`config.mk`:
```
export PLATFORM = sky130hd
export DESIGN_NAME = cpu_core
export DESIGN_NICKNAME = d
export VERILOG_FILES = /design/src/rtl/cpu_core.sv
export SDC_FILE = /design/constraint.sdc
export NUM_CORES = 1
export LEC_CHECK = 0
export CORE_MARGIN = 4
export CORE_UTILIZATION = 40
export CTS_CLUSTER_DIAMETER = 40
export DETAILED_ROUTE_END_ITERATION = 8
export DONT_BUFFER_PORTS = 1
export GPL_ROUTABILITY_DRIVEN = 0
export PLACE_DENSITY_LB_ADDON = 0.05
export SLEW_MARGIN = 0
export SYNTH_ARGS = -nofsm -noshare
export SYNTH_HDL_FRONTEND = slang
export SYNTH_SLANG_ARGS = --single-unit
```
`constraint.sdc`:
```
create_clock -name clk -period 2.4 [get_ports clk]
set_input_delay 0.12 -clock clk [delete_from_list [all_inputs] [get_ports clk]]
set_output_delay 0.12 -clock clk [all_outputs]
set_load 0.01 [all_outputs]
```
`src/rtl/cpu_core.sv`:
```
`default_nettype none
// ============================================================================
// Module   : cpu_core
// Brief    : Multi-cycle accumulator CPU (A/B registers, PC, single memory
//            port, handshaked output port). Optional carry flag enabled by
//            defining CPU_CARRY_FLAG_EN.
// Revision : 1.0
// ============================================================================
module cpu_core #(
    parameter int          DATA_W   = 8,
    parameter int          ADDR_W   = 8,
    parameter int unsigned RESET_PC = 0
) (
    input  logic              clk,
    input  logic              reset,
    output logic [ADDR_W-1:0] mem_addr,
    output logic              mem_rd,
    output logic              mem_wr,
    output logic [DATA_W-1:0] mem_wdata,
    input  logic [DATA_W-1:0] mem_rdata,
    input  logic              mem_ack,
    output logic [DATA_W-1:0] out_data,
    output logic              out_valid,
    input  logic              out_ready,
    output logic              halted
);

    localparam logic [2:0] c_ST_FETCH_INST = 3'd0;
    localparam logic [2:0] c_ST_FETCH_ARG  = 3'd1;
    localparam logic [2:0] c_ST_EXEC_MEM   = 3'd2;
    localparam logic [2:0] c_ST_OUT_WAIT   = 3'd3;
    localparam logic [2:0] c_ST_HALT       = 3'd4;

    localparam logic [3:0] c_OP_LDA = 4'd1;
    localparam logic [3:0] c_OP_LDB = 4'd2;
    localparam logic [3:0] c_OP_OUT = 4'd3;
    localparam logic [3:0] c_OP_ADD = 4'd4;
    localparam logic [3:0] c_OP_SUB = 4'd5;
    localparam logic [3:0] c_OP_STA = 4'd6;
    localparam logic [3:0] c_OP_JMP = 4'd7;
    localparam logic [3:0] c_OP_JZ  = 4'd8;
    localparam logic [3:0] c_OP_JNZ = 4'd9;
    localparam logic [3:0] c_OP_JC  = 4'd10;
    localparam logic [3:0] c_OP_HLT = 4'd15;

    localparam logic [ADDR_W-1:0] c_RESET_PC = ADDR_W'(RESET_PC);

    logic [2:0]        r_state;
    logic [ADDR_W-1:0] r_pc;
    logic [ADDR_W-1:0] r_x;
    logic [3:0]        r_ir;
    logic [DATA_W-1:0] r_a;
    logic [DATA_W-1:0] r_b;

    logic [3:0]        w_op_in;
    logic              w_has_arg;
    logic [ADDR_W-1:0] w_pc_inc;
    logic [ADDR_W-1:0] w_x_in;
    logic [DATA_W-1:0] w_add;
    logic [DATA_W-1:0] w_sub;
    logic              w_zero;
    logic              w_carry;
    logic              w_take;

`ifdef CPU_CARRY_FLAG_EN
    logic              r_carry;
    logic [DATA_W:0]   w_sum_ext;

    assign w_sum_ext = {1'b0, r_a} + {1'b0, r_b};
    assign w_carry   = r_carry;
`else
    assign w_carry   = 1'b0;
`endif

    assign w_op_in  = mem_rdata[3:0];
    assign w_x_in   = mem_rdata[ADDR_W-1:0];
    assign w_pc_inc = r_pc + ADDR_W'(1);
    assign w_add    = r_a + r_b;
    assign w_sub    = r_a - r_b;
    assign w_zero   = (r_a == '0);

    always_comb begin
        w_has_arg = 1'b0;
        case (w_op_in)
            c_OP_LDA, c_OP_LDB, c_OP_STA,
            c_OP_JMP, c_OP_JZ, c_OP_JNZ, c_OP_JC: w_has_arg = 1'b1;
            default:                              w_has_arg = 1'b0;
        endcase
    end

    // Branch decision uses the A/carry values present at the resolving edge.
    always_comb begin
        w_take = 1'b0;
        case (r_ir)
            c_OP_JMP: w_take = 1'b1;
            c_OP_JZ:  w_take = w_zero;
            c_OP_JNZ: w_take = !w_zero;
            c_OP_JC:  w_take = w_carry;
            default:  w_take = 1'b0;
        endcase
    end

    always_ff @(posedge clk) begin
        if (!reset) begin
            r_state <= c_ST_FETCH_INST;
            r_pc    <= c_RESET_PC;
            r_x     <= '0;
            r_ir    <= '0;
            r_a     <= '0;
            r_b     <= '0;
`ifdef CPU_CARRY_FLAG_EN
            r_carry <= 1'b0;
`endif
        end else begin
            case (r_state)
                c_ST_FETCH_INST: begin
                    if (mem_ack) begin
                        r_ir <= w_op_in;
                        r_pc <= w_pc_inc;
                        if (w_has_arg) begin
                            r_state <= c_ST_FETCH_ARG;
                        end else begin
                            case (w_op_in)
                                c_OP_ADD: begin
                                    r_a <= w_add;
`ifdef CPU_CARRY_FLAG_EN
                                    r_carry <= w_sum_ext[DATA_W];
`endif
                                    r_state <= c_ST_FETCH_INST;
                                end
                                c_OP_SUB: begin
                                    r_a <= w_sub;
`ifdef CPU_CARRY_FLAG_EN
                                    r_carry <= (r_a >= r_b);
`endif
                                    r_state <= c_ST_FETCH_INST;
                                end
                                c_OP_OUT: r_state <= c_ST_OUT_WAIT;
                                c_OP_HLT: r_state <= c_ST_HALT;
                                default:  r_state <= c_ST_FETCH_INST;
                            endcase
                        end
                    end
                end
                c_ST_FETCH_ARG: begin
                    if (mem_ack) begin
                        r_x <= w_x_in;
                        r_pc <= w_take ? w_x_in : w_pc_inc;
                        if ((r_ir == c_OP_LDA) || (r_ir == c_OP_LDB) || (r_ir == c_OP_STA)) begin
                            r_state <= c_ST_EXEC_MEM;
                        end else begin
                            r_state <= c_ST_FETCH_INST;
                        end
                    end
                end
                c_ST_EXEC_MEM: begin
                    if (mem_ack) begin
                        if (r_ir == c_OP_LDA) begin
                            r_a <= mem_rdata;
                        end
                        if (r_ir == c_OP_LDB) begin
                            r_b <= mem_rdata;
                        end
                        r_state <= c_ST_FETCH_INST;
                    end
                end
                c_ST_OUT_WAIT: begin
                    if (out_ready) begin
                        r_state <= c_ST_FETCH_INST;
                    end
                end
                c_ST_HALT: begin
                    r_state <= c_ST_HALT;
                end
                default: begin
                    r_state <= c_ST_FETCH_INST;
                end
            endcase
        end
    end

    // Request signals are pure functions of registered state, so they stay
    // stable for as long as the memory takes to acknowledge.
    always_comb begin
        mem_addr  = r_pc;
        mem_rd    = 1'b0;
        mem_wr    = 1'b0;
        out_valid = 1'b0;
        halted    = 1'b0;
        case (r_state)
            c_ST_FETCH_INST,
            c_ST_FETCH_ARG: begin
                mem_rd = 1'b1;
            end
            c_ST_EXEC_MEM: begin
                mem_addr = r_x;
                mem_rd   = (r_ir != c_OP_STA);
                mem_wr   = (r_ir == c_OP_STA);
            end
            c_ST_OUT_WAIT: begin
                out_valid = 1'b1;
            end
            c_ST_HALT: begin
                halted = 1'b1;
            end
            default: begin
                mem_rd = 1'b0;
            end
        endcase
    end

    assign mem_wdata = r_a;
    assign out_data  = r_a;

endmodule
`default_nettype wire

```
==> results.cfg, run 1 <==
[grt]
grt_pass1_wl_um = 11500
grt_max_degree = 33
use_met3 = 0.0454
grt_pass1_vias = 2090
grt.overflow.total = 0
antenna_found_initial = 0
use_met1 = 0.296
grt_use_met2 = 0.278
top_usage_layer = met1
grtUsageTotal = 0.196

[placement]
io_buffers = 0
dp_slack_ns = 0.0109
hpwl_um = 4800
placed_cells = 383
place_area_um2 = 2620

[clocking]
ctsRootBufferMaster = clkbuf_8
cts_made_buffers = 5
clkLatencyLatePin_ns = 0.29
htreeDepth = 2
clock_path_buffers = 2
cts.sinks = 39
clkTransAtPathRegs_ns = 0.08
cts_tree = yes

[synth]
synth_fp_nets = 337
synth_top_cell_area_share = 0.309
yosys_warnings = 0
ys_types = 53
synthFlopType = dfxtp_1
synth_top_area_cell = dfxtp_1
ys_ff_latch = 39
synth_edf_count = 0
yosysMostFrequentCell = dfxtp_1
synth_area_per_cell_um2 = 8.01
ys_top_cells_by_count = dfxtp_1 (39), nand2_1 (36), nor2_1 (32)
yosys-top-cells-area = dfxtp_1 (31%), mux2i_1 (6.7%), nand2_1 (5.4%)
yosysSeqAreaShare = 0.309
post_synth_instance_area_um2 = 2520
syn_inst = 315
ys_async_sr_fraction = 0

[routing]
postRouteAntennaNets = 0
wl_um = 7140
route.detailed.wl_per_inst_um = 17.7
via_per_inst = 5.50
drt_iter0_markers = 108
dr.pass1.iters = 4
drcViolationCount = 0
via_count = 2218

[die]
rows = 28
die-area_um2 = 7640
die_h_um = 87.4
start_util = 0.419
ios = 40
core_um2 = 6030
die_width_um = 87.4

[critical_path]
cp.arrival_ns = 2.46
worstReg2RegEnd = mem_wdata[6]$_SDFFE_PN0P_
crit_type = reg2reg
crit_fanout = 4
slowest_delay_ns = 0.36
worst_setup_path_end_kind = flop
path_cells = inv_1, ha_1, mux2i_2, fa_2, a21o_1, a21oi_2, nand2b_4, or3b_4, a21o_1, a31oi_1
reg2reg_from = r_b[1]$_SDFFE_PN0P_
critPathLaunch = r_b[1]$_SDFFE_PN0P_
reg2reg_slack_ns = 0.17
crit_required_ns = 2.62
cp-start-kind = flop
r2r_cells = 10
cpMaxStageDelayCell = dfxtp_2
path_common_cell = a21o_1
cp-endpoint = mem_wdata[6]$_SDFFE_PN0P_

[sta]
setup_violations = 0
slew_violations = 0
hold_ws_ns = 0.0228
tightest_slew_ns = 0.589
setup_ws_ns = 0.165
clock_skew_ns = 0.00471
fmax_mhz = 447
hold_viol = 0
period_share = 0.931
max-slew-margin-rel = 0.607
period_needed_ns = 2.23
setup_tns_ns = 0
rsz0062_at_grt = no

[finish]
nets = 349
instances_no_fill = 403
antenna_cells = 0
n_fill_cell = 609
drive_gt1_frac = 0.183
synthToLayoutAreaGrowth_pct = 13.5
final_area_um2 = 2860
regArea_um2 = 783
multi_input_area_um2 = 1570

[power]
p_leak_nw = 1.11
peakVddDrop_v = 0.000203
power_density_nw_per_um2 = 489

[job]
maxCapViolCount = 0

[min_path]
worst_hold_path_type = in2reg

[outcome]
status = completed
==> flip-flops by register name, summed over array words and instances, names as in the netlist <==
signal and flops:
mem_wdata 8, r_b 8, r_ir 4, r_pc 8
r_state 3, r_x 8
==> power breakdown <==
group,leakage [nW],switching (mW),internal (mW)
registers,0.317,0.0226,0.665
logic,0.744,0.114,0.0935
clock network,0.0515,0.243,0.263
total,1.11,0.379,1.02
==> routing by layer <==
layer	routed length [um]	vias to the layer above	share of wire
met5	0	-	0
met4	90	0	0.013
met3	379	7	0.053
met2	2940	46	0.41
met1	3720	1038	0.52
li1	-	1127	-
==> final cells by class <==
class / count / share of cell area
multi-input cells: 237 / 0.549
flip-flops and latches: 39 / 0.273
repair buffers: 34 / 0.0970
clock buffers: 8 / 0.0349
well taps: 75 / 0.0328
inverters: 10 / 0.0131
==> worst min path at each step <==
stage                       from                        end  slack, ns  cells after the start
detailed placement  mem_rdata[1]        r_x[1]$_SDFFE_PN0P_       0.26                      2
CTS                      mem_ack    r_state[0]$_SDFFE_PN0P_       0.02                      2
floorplan           mem_rdata[4]        r_x[4]$_SDFFE_PN0P_       0.26                      2
global placement    mem_rdata[5]        r_x[5]$_SDFFE_PN0P_       0.26                      2
global route        mem_rdata[4]  mem_wdata[4]$_SDFFE_PN0P_       0.03                      2
finish                   mem_ack    r_state[0]$_SDFFE_PN0P_       0.02                      2
==> layout by cell type, fill, tap and decap left out, types with 2 or more instances in the layout <==
| cell | synthesis | final |
|---|---|---|
| a211oi_1 | 3 | 3 |
| a21o_1 | 3 | 3 |
| a21oi_1 | 20 | 19 |
| a2bb2oi_1 | 2 | 2 |
| a31oi_1 | 14 | 14 |
| and2_1 | 3 | 3 |
| and3_1 | 3 | 3 |
| buf_4 | 9 | 25 |
| clkbuf_8 | 1 | 7 |
| dfxtp_1 | 39 | 37 |
| dfxtp_2 | 0 | 2 |
| dlygate4sd3_1 | 0 | 9 |
| ha_1 | 9 | 8 |
| inv_1 | 10 | 10 |
| mux2_2 | 8 | 8 |
| mux2i_1 | 17 | 16 |
| nand2_1 | 36 | 36 |
| nand3_1 | 11 | 11 |
| nand3b_1 | 2 | 2 |
| nand4b_1 | 3 | 3 |
| nor2_1 | 32 | 32 |
| nor2b_1 | 3 | 3 |
| nor3_1 | 10 | 9 |
| nor3b_1 | 3 | 3 |
| nor4_1 | 2 | 2 |
| o211a_1 | 2 | 2 |
| o21ai_0 | 14 | 14 |
| or2_2 | 3 | 3 |
| or4_4 | 2 | 2 |
| xnor2_1 | 10 | 10 |
| xor2_1 | 2 | 2 |
==> worst max-delay path: cells and delay by family, from the launching register on <==
| family | cells | cell delay, ns |
|---|---|---|
| adders and majority gates | 2 | 0.54 |
| buffers and inverters | 1 | 0.05 |
| DFF | 1 | 0.36 |
| and+or+nand+nor | 2 | 0.50 |
| muxes | 1 | 0.22 |
| AOI/OAI and AO/OA | 4 | 0.50 |
==> timing repair <==
action                                  4_1_cts  5_1_grt
endpoints found under the setup margin        1        3
cloned                                        0        0
endpoints found under the hold margin        31        0
pin swaps                                     1        6
hold buffers                                  9        0
setup buffers                                 0        3
gates resized for setup                       1        7
==> metrics by stage <==
stage | utilization | power (mW)
2_1_floorplan | - | 0.851
3_3_place_gp | 0.435 | 0.884
3_5_place_dp | 0.435 | 0.884
4_1_cts | 0.467 | 1.40
5_1_grt | 0.475 | 1.47
6_report | 0.475 | 1.40
==> cell families after synthesis <==
kind of cell / count (synthesis) / share of synthesized area
AOI/OAI and AO/OA: 68 / 0.172
xor gates and xnor gates: 12 / 0.0416
adders and majority gates: 10 / 0.0526
buffers and inverters: 39 / 0.0813
DFF: 39 / 0.309
muxes: 25 / 0.103
and+or+nand+nor: 122 / 0.240
(Power assumes the default switching activity.)
==> inputs of run 2 (changes only) <==
==> constraint.sdc (replaced) <==
create_clock -name clk -period 2.45 [get_ports clk]
set_input_delay 0.1225 -clock clk [delete_from_list [all_inputs] [get_ports clk]]
set_output_delay 0.1225 -clock clk [all_outputs]
set_load 0.01 [all_outputs]
==> results.cfg, run 2 (synthesized netlist as in run 1, its figures left out) <==
[critical_path]
crit_family = adder cells
crit_fanout = 4
crit_buf_inv = 1
reg2reg_from = r_b[0]$_SDFFE_PN0P_
cpMaxStageDelayCell = dfxtp_2
path_common_cell = ha_1
path_depth = 10
crit_required_ns = 2.61
cp-start-kind = flop
reg2reg_slack_ns = 0.13
worst_setup_path_end_kind = flop
slowest_delay_ns = 0.36
r2r_cells = 10
crit_type = reg2reg
worstReg2RegEnd = mem_wdata[5]$_SDFFE_PN0P_
path_cells = inv_1, ha_1, mux2i_2, ha_1, nor2b_1, o2111ai_1, nand3b_1, xor2_1, mux2i_1, a21oi_1
cp.arrival_ns = 2.48

[die]
rows = 28
core_um2 = 6030
die_width_um = 87.4
ios = 40
start_util = 0.419
die_h_um = 87.4
die-area_um2 = 7640

[routing]
via_per_inst = 5.66
dr.pass1.iters = 4
via_count = 2249
route.detailed.wl_per_inst_um = 17.9
drcViolationCount = 0
drt_iter0_markers = 89
wl_um = 7120
postRouteAntennaNets = 0

[sta]
max-slew-margin-rel = 0.581
fmax_mhz = 431
hold_viol = 0
tightest_slew_ns = 0.626
hold_ws_ns = 0.0123
clock_skew_ns = 0.00716
period_share = 0.946
setup_tns_ns = 0
period_needed_ns = 2.32
setup_ws_ns = 0.132
rsz0062_at_grt = no
slew_violations = 0
setup_violations = 0

[clocking]
clkTransAtPathRegs_ns = 0.08
clkLatencyLatePin_ns = 0.29
ctsRootBufferMaster = clkbuf_8
cts_tree = yes
cts.sinks = 39
htreeDepth = 2
clock_path_buffers = 2
cts_made_buffers = 5

[power]
p_leak_nw = 1.08
power_density_nw_per_um2 = 456
peakVddDrop_v = 0.000255

[grt]
grt_pass1_wl_um = 11600
grt.overflow.total = 0
grt_pass1_vias = 2095
grt_use_met2 = 0.290
top_usage_layer = met2
use_met3 = 0.0454
grt_max_degree = 33
grtUsageTotal = 0.198
use_met1 = 0.290
antenna_found_initial = 0

[placement]
dp_slack_ns = 0.0667
io_buffers = 0
hpwl_um = 4870

[finish]
synthToLayoutAreaGrowth_pct = 11.0
n_fill_cell = 639
nets = 345
antenna_cells = 0
layout_common_cells = dfxtp_1 (37), nand2_1 (36), nor2_1 (31)
utilization = 0.465
final_common_cell = dfxtp_1
drive_gt1_frac = 0.165

[outcome]
status = completed

[job]
maxCapViolCount = 0

[min_path]
min_to = r_pc[0]$_SDFFE_PN0P_
hold_path_depth = 2
hold_start = mem_rdata[0]
worst_hold_path_type = in2reg
## run 2: worst register-to-register path: cells and delay by family (launching register included)
kind	cells	cell delay (ns)
compound gates	2	0.38
xor+xnor	1	0.15
buf+inv	1	0.05
flops	1	0.36
fa+ha+maj	2	0.56
mux	2	0.43
simple gates	2	0.28
## run 2: worst max path at each step
stage                        startpoint                   endpoint  slack, ns
floorplan                  mem_rdata[0]  mem_wdata[6]$_SDFFE_PN0P_       0.03
CTS                 r_b[0]$_SDFFE_PN0P_  mem_wdata[6]$_SDFFE_PN0P_       0.04
detailed placement  r_b[0]$_SDFFE_PN0P_  mem_wdata[6]$_SDFFE_PN0P_       0.07
global route        r_b[0]$_SDFFE_PN0P_  mem_wdata[6]$_SDFFE_PN0P_      0.003
finish              r_b[0]$_SDFFE_PN0P_  mem_wdata[5]$_SDFFE_PN0P_       0.13
global placement    r_b[0]$_SDFFE_PN0P_  mem_wdata[6]$_SDFFE_PN0P_       0.12
## run 2: stage by stage
stage / cell area [um2] / cells / total power [mW]
2_1_floorplan: 2530 / 315 / 0.833
3_3_place_gp: 2610 / 381 / 0.863
3_5_place_dp: 2610 / 381 / 0.864
4_1_cts: 2770 / 396 / 1.29
5_1_grt: 2800 / 397 / 1.35
6_report: 2800 / 397 / 1.28
## run 2: repair_timing
| action | 4_1_cts | 5_1_grt |
|---|---|---|
| setup endpoints to repair | 0 | 3 |
| endpoints found under the hold margin | 28 | 0 |
| setup buffers | 0 | 1 |
| gates resized for setup | 0 | 8 |
| hold buffers | 9 | 0 |
## run 2: area by class of cell
type,instances,area [um2],area share
Multi-Input combinational cell,237,1560,0.558
Sequential cell,39,786,0.280
Timing Repair Buffer,30,248,0.0884
Tap cell,75,93.8,0.0335
Clock buffer,6,72.6,0.0259
Inverter,10,37.5,0.0134
## run 2: report_power, final
group,leakage (nW),internal [mW],switching (mW)
clock network,0.0371,0.190,0.217
registers,0.317,0.651,0.0219
logic,0.721,0.0889,0.109
## run 2: layer usage
| metal | up-vias | wire length, um |
|---|---|---|
| li1 | 1122 | - |
| met1 | 1076 | 3630 |
| met2 | 44 | 3050 |
| met3 | 7 | 377 |
| met4 | 0 | 65 |
| met5 | - | 0 |
==> inputs of run 3 (changes only) <==
--- a/config.mk
+++ b/config.mk
@@ -5,6 +5,8 @@
 export SDC_FILE = /design/constraint.sdc
 export NUM_CORES = 1
 export LEC_CHECK = 0
+export CELL_PAD_IN_SITES_DETAIL_PLACEMENT = 1
+export CELL_PAD_IN_SITES_GLOBAL_PLACEMENT = 1
 export CORE_MARGIN = 4
 export CORE_UTILIZATION = 40
 export CTS_CLUSTER_DIAMETER = 40
@@ -12,6 +14,7 @@
 export DONT_BUFFER_PORTS = 1
 export GPL_ROUTABILITY_DRIVEN = 0
 export PLACE_DENSITY_LB_ADDON = 0.05
+export SETUP_SLACK_MARGIN = 0.02
 export SLEW_MARGIN = 0
 export SYNTH_ARGS = -nofsm -noshare
 export SYNTH_HDL_FRONTEND = slang
==> results.cfg, run 3 (synthesized netlist as in run 1, its figures left out) <==
[routing]
dr.pass1.iters = 4
postRouteAntennaNets = 0
drcViolationCount = 0
via_count = 2290
route.detailed.wl_per_inst_um = 19.3
drt_iter0_markers = 79
wl_um = 7770
via_per_inst = 5.70

[sta]
setup_violations = 0
rsz0062_at_grt = yes
period_needed_ns = 2.33
period_share = 0.951
tightest_slew_ns = 0.617
fmax_mhz = 429
slew_violations = 0
max-slew-margin-rel = 0.587
clock_skew_ns = 0.00815
hold_viol = 0
setup_ws_ns = 0.119

[critical_path]
crit_type = reg2reg
crit_required_ns = 2.67
cp-start-kind = flop
crit_fanout = 4
worst_setup_path_end_kind = flop
cp.arrival_ns = 2.56

[die]
core_um2 = 6030
die_width_um = 87.4
start_util = 0.419
rows = 28
ios = 40
die-area_um2 = 7640
die_h_um = 87.4

[outcome]
status = completed

[finish]
instances_no_fill = 402
layout_common_cells = nand2_1 (36), dfxtp_1 (36), nor2_1 (31)
synthToLayoutAreaGrowth_pct = 14.4
antenna_cells = 0
drive_gt1_frac = 0.183
nets = 348

[clocking]
clock_path_buffers = 2
htreeDepth = 2
cts_tree = yes
cts.sinks = 39
clkTransAtPathRegs_ns = 0.08
cts_made_buffers = 5
clkLatencyLatePin_ns = 0.29
ctsRootBufferMaster = clkbuf_8

[grt]
antenna_found_initial = 0
grt_max_degree = 33
grtUsageTotal = 0.213
grt.overflow.total = 0
grt_pass1_wl_um = 12500
grt_pass1_vias = 2327

[min_path]
worst_hold_path_type = in2reg

[power]
peakVddDrop_v = 0.000278
p_leak_nw = 1.10
total_power_mw = 1.38
power_density_nw_per_um2 = 478

[job]
maxCapViolCount = 0

[placement]
dp_slack_ns = 0.00228
placed_cells = 381
io_buffers = 0
hpwl_um = 5400
[run 3: cell count changes in the layout (fill, tap and decap cells not counted), sizes merged]
| cell | before | now |
|---|---|---|
| buf | 21 | 23 |
| clkbuf | 6 | 7 |
| clkinvlp | 0 | 1 |
| dlygate4sd3 | 9 | 10 |
[run 3: timing repair]
item	in CTS	in global routing
pin swaps	1	5
endpoints found under the setup margin	1	5
endpoints found under the hold margin	27	1
hold buffers	9	1
buffers inserted	1	2
gates resized for setup	2	13
[run 3: per-stage QoR]
step                hold WS [ns]  TNS [ns]  cell area (um2)  utilization
floorplan                  0.258         0             2530            -
global placement           0.261         0             2610        0.432
detailed placement         0.263         0             2610        0.432
CTS                      0.00104         0             2810        0.467
global route              0.0180   -0.0165             2890        0.479
finish                   0.00236         0             2890        0.479
[run 3: critical path: stages, from the launching register on]
cell	delay [ns]
dfxtp_4	0.36
nor3_2	0.18
buf_4	0.14
nor2_1	0.04
xnor2_1	0.15
ha_1	0.38
a21oi_2	0.08
nand2b_1	0.16
or3b_2	0.44
a21o_1	0.19
a31oi_1	0.14
[run 3: power by group]
group          switching, mW  leakage, nW  internal, mW
Clock                  0.245       0.0505         0.257
Sequential            0.0232        0.318         0.650
Combinational          0.114        0.735        0.0899
[run 3: worst paths after layout]
path / to / slack [ns] / cells past startpoint / start
max: mem_wdata[6]$_SDFFE_PN0P_ / 0.12 / 10 / r_b[0]$_SDFFE_PN0P_
min: r_pc[1]$_SDFFE_PN0P_ / 0.002 / 2 / mem_rdata[1]
max reg2reg: mem_wdata[6]$_SDFFE_PN0P_ / 0.12 / 10 / r_b[0]$_SDFFE_PN0P_
min reg2reg: r_x[7]$_SDFFE_PN0P_ / 0.46 / 2 / r_x[7]$_SDFFE_PN0P_
[run 3: area by class of cell]
type / count / area (um2)
clock buffer: 7 / 96.3
clock inverter: 1 / 7.51
fill: 736 / 3140
inverter: 10 / 37.5
multi-input combinational: 237 / 1590
sequential: 39 / 790
tap: 75 / 93.8
timing repair buffer: 33 / 273
[run 3: per-layer routing]
layer	GRT usage	vias to the layer above	share of wire
met3	0.0482	7	0.045
met1	0.305	1112	0.51
met4	0.0391	0	0.0069
li1	-	1124	-
met2	0.327	47	0.44
met5	0	-	0
